`config.mk`:
```
export PLATFORM = sky130hd
export DESIGN_NAME = inst_fetch
export DESIGN_NICKNAME = d
export VERILOG_FILES = /design/src/rtl/inst_fetch.sv
export SDC_FILE = /design/constraint.sdc
export NUM_CORES = 1
export LEC_CHECK = 0
export ABC_AREA = 1
export ABC_CLOCK_PERIOD_IN_PS = 9160
export CAP_MARGIN = 10
export CORE_ASPECT_RATIO = 1.5
export CORE_MARGIN = 2
export CORE_UTILIZATION = 30
export CTS_CLUSTER_DIAMETER = 40
export DETAILED_ROUTE_END_ITERATION = 16
export PLACE_DENSITY = 0.5
export SLEW_MARGIN = 0
export SYNTH_ARGS = -nofsm -noshare
export SYNTH_HDL_FRONTEND = slang
export SYNTH_SLANG_ARGS = --single-unit
```
`constraint.sdc`:
```
create_clock -name CLK -period 9.16 [get_ports CLK]
set_input_delay 1.832 -clock CLK [delete_from_list [all_inputs] [get_ports CLK]]
set_output_delay 1.832 -clock CLK [all_outputs]
set_load 0.005 [all_outputs]
```
`src/rtl/inst_fetch.sv`:
```
// Fetch stage: issues in-order 32-bit instruction reads, buffers them in a prefetch FIFO,
// and presents one {inst, PC} per cycle to decode. Define FETCH_PERF_EN for bubble/flush counters.
module inst_fetch #(
  parameter logic [63:0] RESET_PC   = 64'h0,
  parameter int          FIFO_DEPTH = 4
) (
  input  logic        CLK,
  input  logic        reset,
  output logic        imem_req_valid,
  output logic [63:0] imem_req_addr,
  input  logic        imem_req_ready,
  input  logic        imem_resp_valid,
  input  logic [31:0] imem_resp_data,
  input  logic        stall,
  input  logic        redirect,
  input  logic [63:0] redirect_pc,
  output logic [31:0] inst,
  output logic [63:0] PC_o,
  output logic        inst_valid
`ifdef FETCH_PERF_EN
  ,
  output logic [31:0] perf_bubbles,
  output logic [31:0] perf_flushes
`endif
);

  localparam int          AW  = $clog2(FIFO_DEPTH);
  localparam int          CW  = AW + 1;
  localparam logic [31:0] NOP = 32'h00000013;

  logic [63:0]   fetch_pc_q, fetch_pc_d;
  logic [63:0]   resp_pc_q, resp_pc_d;
  logic [CW-1:0] outst_q, outst_d;
  logic [CW-1:0] drop_q, drop_d;
  logic [CW-1:0] count_q, count_d;
  logic [AW-1:0] rd_ptr_q, wr_ptr_q;
  logic [31:0]   fifo_inst_q [FIFO_DEPTH];
  logic [63:0]   fifo_pc_q   [FIFO_DEPTH];
  logic [31:0]   inst_q;
  logic [63:0]   pc_q;
  logic          valid_q;

  logic [63:0]   rpc_al;
  logic [CW:0]   inflight;
  logic          hs, push, pop;

  assign rpc_al   = redirect_pc & ~64'h3;
  // Capacity is reserved at issue: FIFO entries plus requests still in flight.
  assign inflight = {1'b0, count_q} + {1'b0, outst_q};

  assign imem_req_valid = reset & ~redirect & (inflight < (CW+1)'(FIFO_DEPTH));
  assign imem_req_addr  = fetch_pc_q;
  assign hs   = imem_req_valid & imem_req_ready;
  assign push = imem_resp_valid & ~redirect & (drop_q == '0);
  assign pop  = ~redirect & ~stall & (count_q != '0);

  always_comb begin
    fetch_pc_d = fetch_pc_q;
    resp_pc_d  = resp_pc_q;
    drop_d     = drop_q;
    outst_d    = outst_q + CW'(hs) - CW'(imem_resp_valid);
    count_d    = count_q + CW'(push) - CW'(pop);
    if (redirect) begin
      // Everything still in flight belongs to the old path and must be discarded.
      fetch_pc_d = rpc_al;
      resp_pc_d  = rpc_al;
      drop_d     = outst_d;
      count_d    = '0;
    end else begin
      if (hs) fetch_pc_d = fetch_pc_q + 64'd4;
      if (imem_resp_valid) begin
        if (drop_q != '0) drop_d = drop_q - CW'(1);
        else              resp_pc_d = resp_pc_q + 64'd4;
      end
    end
  end

  always_ff @(posedge CLK or negedge reset) begin
    if (!reset) begin
      fetch_pc_q <= RESET_PC;
      resp_pc_q  <= RESET_PC;
      outst_q    <= '0;
      drop_q     <= '0;
      count_q    <= '0;
      rd_ptr_q   <= '0;
      wr_ptr_q   <= '0;
      inst_q     <= NOP;
      pc_q       <= '0;
      valid_q    <= 1'b0;
    end else begin
      fetch_pc_q <= fetch_pc_d;
      resp_pc_q  <= resp_pc_d;
      outst_q    <= outst_d;
      drop_q     <= drop_d;
      count_q    <= count_d;
      if (redirect) begin
        rd_ptr_q <= '0;
        wr_ptr_q <= '0;
      end else begin
        if (push) wr_ptr_q <= wr_ptr_q + AW'(1);
        if (pop)  rd_ptr_q <= rd_ptr_q + AW'(1);
      end
      if (redirect) begin
        inst_q  <= NOP;
        valid_q <= 1'b0;
        pc_q    <= rpc_al;
      end else if (!stall) begin
        if (count_q != '0) begin
          inst_q  <= fifo_inst_q[rd_ptr_q];
          pc_q    <= fifo_pc_q[rd_ptr_q];
          valid_q <= 1'b1;
        end else begin
          inst_q  <= NOP;
          valid_q <= 1'b0;
        end
      end
    end
  end

  always_ff @(posedge CLK) begin
    if (push) begin
      fifo_inst_q[wr_ptr_q] <= imem_resp_data;
      fifo_pc_q[wr_ptr_q]   <= resp_pc_q;
    end
  end

  assign inst       = inst_q;
  assign PC_o       = pc_q;
  assign inst_valid = valid_q;

`ifdef FETCH_PERF_EN
  logic [31:0] bubbles_q, flushes_q;

  always_ff @(posedge CLK or negedge reset) begin
    if (!reset) begin
      bubbles_q <= '0;
      flushes_q <= '0;
    end else begin
      if (redirect && flushes_q != '1) flushes_q <= flushes_q + 32'd1;
      if (!redirect && !stall && count_q == '0 && bubbles_q != '1)
        bubbles_q <= bubbles_q + 32'd1;
    end
  end

  assign perf_bubbles = bubbles_q;
  assign perf_flushes = flushes_q;
`endif

endmodule

```
==> results of run 1 <==
state kept, by name, summed over array words and instances, names as in the netlist, 3 cells and up:
register       flops
PC_o              63
count_q            3
drop_q             3
fifo_inst_q      128
fifo_pc_q        248
imem_req_addr     62
inst              32
outst_q            3
resp_pc_q         62
cells in the final DEF (no fill, tap or decap), types with 9 or more instances in the layout:
master	n
a31oi_1	28
dfrtp_1	228
a21oi_1	74
nor2_2	9
nor3_1	26
inv_1	227
buf_4	20
o211ai_1	35
clkbuf_16	91
o22ai_1	66
nor2_1	379
o21bai_1	17
inv_6	11
nor2_4	11
edfxtp_1	376
nand3_1	281
nand2_1	595
o21ai_0	225
a22o_1	29
ha_1	14
nand3b_1	10
clkdlybuf4s50_1	257
o311ai_0	9
bufinv_16	10
nand4_1	49
inv_8	11
worst max-delay path by stage:
stage	to	from
final	fifo_inst_q[0][25]	imem_resp_valid
after detailed placement	fifo_inst_q[0][2]	imem_resp_valid
after global routing	fifo_inst_q[0][25]	imem_resp_valid
after floorplan	fifo_inst_q[0][0]	redirect
after CTS	fifo_inst_q[0][19]	imem_resp_valid
after global placement	fifo_inst_q[0][2]	imem_resp_valid
cells by family after synthesis:
| family | after synthesis |
|---|---|
| AO/OA/AOI/OAI | 498 |
| XOR/XNOR | 13 |
| adder cells (fa/ha/maj) | 16 |
| buffers and inverters | 359 |
| flip-flops | 609 |
| multiplexers | 1 |
| other | 1 |
| AND/OR/NAND/NOR | 1381 |
per-layer routing:
metal / track usage / vias up / share of wire
met5: 0 / - / 0.00013
met4: 0.1339 / 2 / 0.065
met3: 0.03633 / 209 / 0.055
met2: 0.3589 / 744 / 0.49
met1: 0.2482 / 10930 / 0.39
li1: - / 10440 / -
worst reg2reg max path: stages (launching register included):
cell and delay, ns:
dfrtp_1 0.37, inv_1 0.11, ha_1 0.20, nand3_2 0.10, buf_4 0.23, nor2_1 0.80
clkinv_1 0.81, nor2_4 0.71, buf_12 0.52
report_power, final:
group | leakage (nW) | internal, mW | total [mW] | switching (mW)
combinational | 5.61 | 0.688 | 1.70 | 1.01
sequential | 6.24 | 3.25 | 3.64 | 0.393
clock | 1.51 | 2.19 | 3.56 | 1.37
total | 13.4 | 6.12 | 8.90 | 2.78
cell type report:
class / count / area (µm²)
clock buffers: 103 / 2382
clock inverters: 57 / 729.5
fillers: 9166 / 56920
inverters: 236 / 893.4
multi-input cells: 1911 / 9205
flip-flops and latches: 609 / 17130
well taps: 1173 / 1468
repair buffers: 282 / 2818
synth_stat cells (all sizes together):
library cell	number
o22a	2
o211ai	35
or2	2
mux2i	1
and2	1
fa	2
a31oi	28
clkinv	2
o21bai	17
a22oi	3
dfstp	3
edfxtp	376
dfrtp	230
o221ai	2
o21ai	231
a21oi	75
a22o	29
inv	234
buf	55
nand4	49
xnor2	5
o311ai	9
conb	1
nor2	399
o22ai	66
nor3	31
and3	1
clkbuf	68
nand3b	10
nand3	285
nand2	603
ha	14
xor2	8
a32o	1
==> out/metrics.csv, run 1 <==
stage,metric,value,unit
finish,nets,3244,
synth,avgSynthCellArea,9.627,µm²
outcome,outcome,"finished, final reports clean",
clocking,worstSkewPairLatency,0.65,ns
critical_path,cp_num_cells,7,
placed_design,dpl.cell_count,4211,
timing,hold_viol_final,0,
drt,first_pass_iters,6,
critical_path,crit_arrival,5.67,ns
die,start_util,0.3027,
synth,synth.top_cell.area_share,0.4075,
timing,slew_viol_final,0,
run,max_cap_viol_count,0,
clocking,clk_transition_reported_paths,0.05,ns
critical_path,r2r-end,fifo_inst_q[0][25],
hold_path,whs_endpoint,PC_o[16],
die,dieArea,0.09486,mm²
die,rows,136,
critical_path,path_buf_inv,4,
timing,fin_hold_ws,0.4782,ns
hold_path,hold_path_startpoint,PC_o[16],
clocking,post-cts-setup-buffer-count,0,
critical_path,worst-path-max-fanout,81,
synth,ys_ff_latch,609,
die,core-area,0.09155,mm²
synth,synth_top_family_by_area,simple AND/OR/NAND/NOR gates,
hold_path,holdPathStages,2,
global_route,grt_antenna_before_repair,5,
critical_path,critPathTopFamily,buffers and inverters,
timing,skew,0.02444,ns
drt,dr_total_vias,22320,
global_route,grt-ovfl-total,0,
synth,yosysTopAreaCell,edfxtp_1,
critical_path,worstReg2RegStart,drop_q[0],
critical_path,cp-start-kind,primary input,
synth,synth_fa_ha_area_frac,0.007767,
timing,finalCriticalPeriod,5.408,ns
finish,final_area,0.03463,mm²
die,pin_count,264,
clocking,cts_buffers,86,
power,p_per_area,257.0,mW/mm²
critical_path,reg2reg_depth,8,
drt,wl_per_cell,23.02,µm
hold_path,hold_path.class,flop to flop,
clocking,htreeDepth,3,
critical_path,worstPathRequired,9.42,ns
placed_design,dp_hpwl,68680,µm
power,finalPower,8.899,mW
placed_design,dpl_cell_area,0.03151,mm²
critical_path,crit_chain,clkdlybuf4s50_1 -> nand3_2 -> buf_4 -> nor2_1 -> clkinv_1 -> nor2_4 -> buf_12,
finish,instances_no_fill,4371,
synth,synth_area,0.02771,mm²
synth,synth.area.top_cells,"edfxtp_1, dfrtp_1, nand2_1",
critical_path,reg2reg_slack,4.84,ns
timing,setup_viol,0,
critical_path,path_class,primary input to flop,
clocking,cts_tree,done,
global_route,grt_pass1_wl,147500,µm
global_route,gr-usage-all-layers,0.2118,
clocking,cts_num_sinks,609,
finish,syn2layout_area_growth,24.97,%
synth,yosys_warnings,0,
timing,fmax,184.9,MHz
clocking,ctsHoldBuffers,0,
drt,route.detailed.drc,0,
finish,diodes,0,
die,die_w,252.1,µm
drt,routed_wl,100600,µm
clocking,post_cts_resize_count,0,
timing,tns,0,ns
timing,setup_ws,3.752,ns
critical_path,crit_slowest_cell,clkinv_1,
synth,synth_cells,2878,
drt,vias_per_cell,5.107,
synth,yosys.area_share.simple,0.2132,
synth,synth-xor-area-share,0.004109,
timing,relSlewSlack,0.3229,
synth,synth_mux_area_frac,0.0003613,
clocking,clk_path_buf_depth,3,
clocking,cts_root_buf,clkbuf_16,
global_route,grt_max_degree,117,
critical_path,critPathCaptureType,flop,
placed_design,place_congestion,0.9745,
finish,utilization,0.3782,
synth,yosysSeqAreaShare,0.6181,
synth,yosys.cell_types.count,47,
timing,rsz0062_at_grt,no,
timing,finalCritPeriodShare,0.5904,
synth,synth_compound_area_frac,0.1052,
placed_design,pre_cts_ws,3.130,ns
power,power_leakage,13.35,nW
die,dieHeight,376.2,µm
global_route,grt_pass1_vias,21770,
power,vdd_drop_max,0.1549,mV
critical_path,cp_slowest_stage_delay,0.81,ns
drt,first_iter_violations,1445,
placed_design,portBuffers,259,
drt,drtAntennaViolNets,0,
finish,drive_above_1_share,0.07098,
timing,tightest_slew,1.012,ns
No activity file was read; power rests on OpenSTA's default activity.
==> inputs of run 2 (changes only) <==
--- a/config.mk
+++ b/config.mk
@@ -6,14 +6,14 @@
 export NUM_CORES = 1
 export LEC_CHECK = 0
 export ABC_AREA = 1
-export ABC_CLOCK_PERIOD_IN_PS = 9160
+export ABC_CLOCK_PERIOD_IN_PS = 4400
 export CAP_MARGIN = 10
 export CORE_ASPECT_RATIO = 1.5
 export CORE_MARGIN = 2
 export CORE_UTILIZATION = 30
 export CTS_CLUSTER_DIAMETER = 40
 export DETAILED_ROUTE_END_ITERATION = 16
-export PLACE_DENSITY = 0.5
+export PLACE_DENSITY = 0.52
 export SLEW_MARGIN = 0
 export SYNTH_ARGS = -nofsm -noshare
 export SYNTH_HDL_FRONTEND = slang
==> constraint.sdc (replaced) <==
create_clock -name CLK -period 4.4 [get_ports CLK]
set_input_delay 0.88 -clock CLK [delete_from_list [all_inputs] [get_ports CLK]]
set_output_delay 0.88 -clock CLK [all_outputs]
set_load 0.005 [all_outputs]
==> out/metrics.csv, run 2 (synthesized netlist as in run 1, its figures left out) <==
stage,metric,value,unit,change
global_route,grtUsageMet3,0.03157,,was 0.03633
finish,diodes,0,,unchanged
power,p_per_area,518.5,mW/mm²,was 257.0 mW/mm²
critical_path,cp-start-kind,flop,,was primary input
global_route,grt_pass1_vias,21800,,was 21770
finish,regMostFlops,fifo_pc_q,,unchanged
global_route,grt-ovfl-total,0,,unchanged
placed_design,dp_hpwl,69860,µm,was 68680 µm
power,power_frac_clock,0.378,,was 0.400
power,pwr-share-comb,0.200,,was 0.191
finish,instances_no_fill,4390,,was 4371
global_route,grt_max_degree,149,,was 117
drt,vias_per_cell,5.092,,was 5.107
drt,route.detailed.drc,0,,unchanged
timing,finalCriticalPeriod,3.232,ns,
power,vdd_drop_max,0.2780,mV,was 0.1549 mV
global_route,met2_usage,0.3718,,was 0.3589
finish,drive_above_1_share,0.07460,,was 0.07098
timing,setup_viol,0,,unchanged
clocking,worstSkewPairLatency,0.67,ns,was 0.65 ns
critical_path,crit_arrival,2.35,ns,was 5.67 ns
global_route,grt_use_met1,0.2452,,was 0.2482
outcome,outcome,"finished, final reports clean",,unchanged
finish,largest_reg_flops,248,,unchanged
timing,fin_hold_ws,0.05902,ns,was 0.4782 ns
drt,dr_total_vias,22360,,was 22320
timing,rsz0062_at_grt,no,,unchanged
die,dieArea,0.09486,mm²,unchanged
placed_design,dpl.cell_count,4234,,was 4211
clocking,clk_transition_reported_paths,0.06,ns,was 0.05 ns
global_route,gr-max-usage-layer,met2,,unchanged
timing,hold_viol_final,0,,unchanged
clocking,post-cts-setup-buffer-count,0,,unchanged
finish,utilization,0.3785,,was 0.3782
critical_path,worstPathRequired,3.52,ns,was 9.42 ns
critical_path,worst-path-max-fanout,3,,was 81
finish,syn2layout_area_growth,25.07,%,was 24.97%
clocking,htreeDepth,3,,unchanged
die,start_util,0.3027,,unchanged
finish,num-fill-cells,9124,,was 9166
critical_path,critPathCaptureType,output pin,,was flop
finish,final_common_cell,nand2_1,,unchanged
hold_path,hold_path.class,primary input to asynchronous set/reset pin,,was flop to flop
finish,nets,3264,,was 3244
placed_design,portBuffers,259,,unchanged
clocking,ctsHoldBuffers,0,,unchanged
timing,slew_viol_final,0,,unchanged
drt,routed_wl,100100,µm,was 100600 µm
timing,finalCritPeriodShare,0.7346,,
timing,tightest_slew,1.001,ns,was 1.012 ns
clocking,clk_path_buf_depth,3,,unchanged
timing,relSlewSlack,0.3329,,was 0.3229
clocking,cts_num_sinks,609,,unchanged
die,core-area,0.09155,mm²,unchanged
finish,layout_common_cells,"nand2_1, nor2_1, edfxtp_1",,unchanged
clocking,post_cts_resize_count,0,,unchanged
run,max_cap_viol_count,0,,unchanged
clocking,cts_root_buf,clkbuf_16,,unchanged
critical_path,path_class,flop to output pin,,was primary input to flop
die,pin_count,264,,unchanged
global_route,grt_antenna_before_repair,2,,was 5
drt,drtAntennaViolNets,0,,unchanged
critical_path,reg2reg_slack,1.50,ns,was 4.84 ns
power,power_switching,5.767,mW,was 2.775 mW
clocking,cts_tree,done,,unchanged
power,seq_power_share,0.422,,was 0.409
placed_design,place_congestion,0.9467,,was 0.9745
global_route,gr-usage-all-layers,0.2099,,was 0.2118
drt,first_pass_iters,5,,was 6
die,dieHeight,376.2,µm,unchanged
die,rows,136,,unchanged
timing,fmax,309.4,MHz,
critical_path,reg2reg_depth,7,,was 8
power,power_leakage,13.38,nW,was 13.35 nW
global_route,grt_pass1_wl,145800,µm,was 147500 µm
clocking,cts_buffers,83,,was 86
timing,skew,0.02039,ns,was 0.02444 ns
power,intPower,12.20,mW,was 6.124 mW
drt,first_iter_violations,1572,,was 1445
power,sw_frac_of_total,0.3209,,was 0.3119
drt,wl_per_cell,22.79,µm,was 23.02 µm
power,finalPower,17.97,mW,was 8.899 mW
die,die_w,252.1,µm,unchanged
==> run 2: cell types whose count changed in the layout (fill, tap and decap cells not counted), sizes merged <==
cell / delta
buf: +23
bufinv: -4
clkbuf: -7
clkinv: +11
clkinvlp: -3
inv: -1
==> run 2: layout make-up <==
cell class | instances | area [µm²] | area share
Tap cell | 1173 | 1468 | 0.04235
Timing Repair Buffer | 305 | 3166 | 0.09135
Inverter | 236 | 890.9 | 0.02571
Clock inverter | 60 | 659.4 | 0.01903
Sequential cell | 609 | 17130 | 0.4943
Multi-Input combinational cell | 1911 | 9205 | 0.2656
Clock buffer | 96 | 2136 | 0.06163
==> run 2: routing by layer <==
metal | share of wire | routed length (µm) | up-vias
met3 | 0.054 | 5410 | 192
met4 | 0.050 | 5032 | 0
met5 | 0 | 0 | -
met1 | 0.39 | 39020 | 10940
met2 | 0.51 | 50610 | 738
li1 | - | - | 10490
==> run 2: through the flow <==
stage	setup TNS (ns)	instance area (µm²)	worst slack (ns)
floorplan	-570.88	27710	-1.518
global placement	0	31860	0.6932
detailed placement	0	31860	0.6772
CTS	0	34650	1.119
global route	0	34650	1.041
finish	0	34650	1.168
==> run 2: path summary, 6_finish.rpt <==
path                                  from               end
worst max-delay path            count_q[2]    imem_req_valid
worst min-delay path                 reset          PC_o[12]
worst max register to register   drop_q[0]  fifo_pc_q[0][25]
worst min register to register    PC_o[61]          PC_o[61]
max in group asynchronous            reset          PC_o[47]
min in group CLK                  PC_o[61]          PC_o[61]
==> run 2: power groups by stage <==
stage	registers (mW)	logic (mW)	clock network, mW
3_3_place_gp	7.68	3.62	0
4_1_cts	7.59	3.66	6.94
6_report	7.58	3.60	6.79
3_5_place_dp	7.69	3.64	0
5_1_grt	7.66	4.01	7.15
2_1_floorplan	7.34	1.97	0
==> run 2: critical path: stages (launching register included) <==
cell	delay [ns]
dfrtp_1	0.41
ha_1	0.28
nor2_1	0.10
nand3_1	0.09
a21oi_2	0.24
clkdlybuf4s50_1	0.58
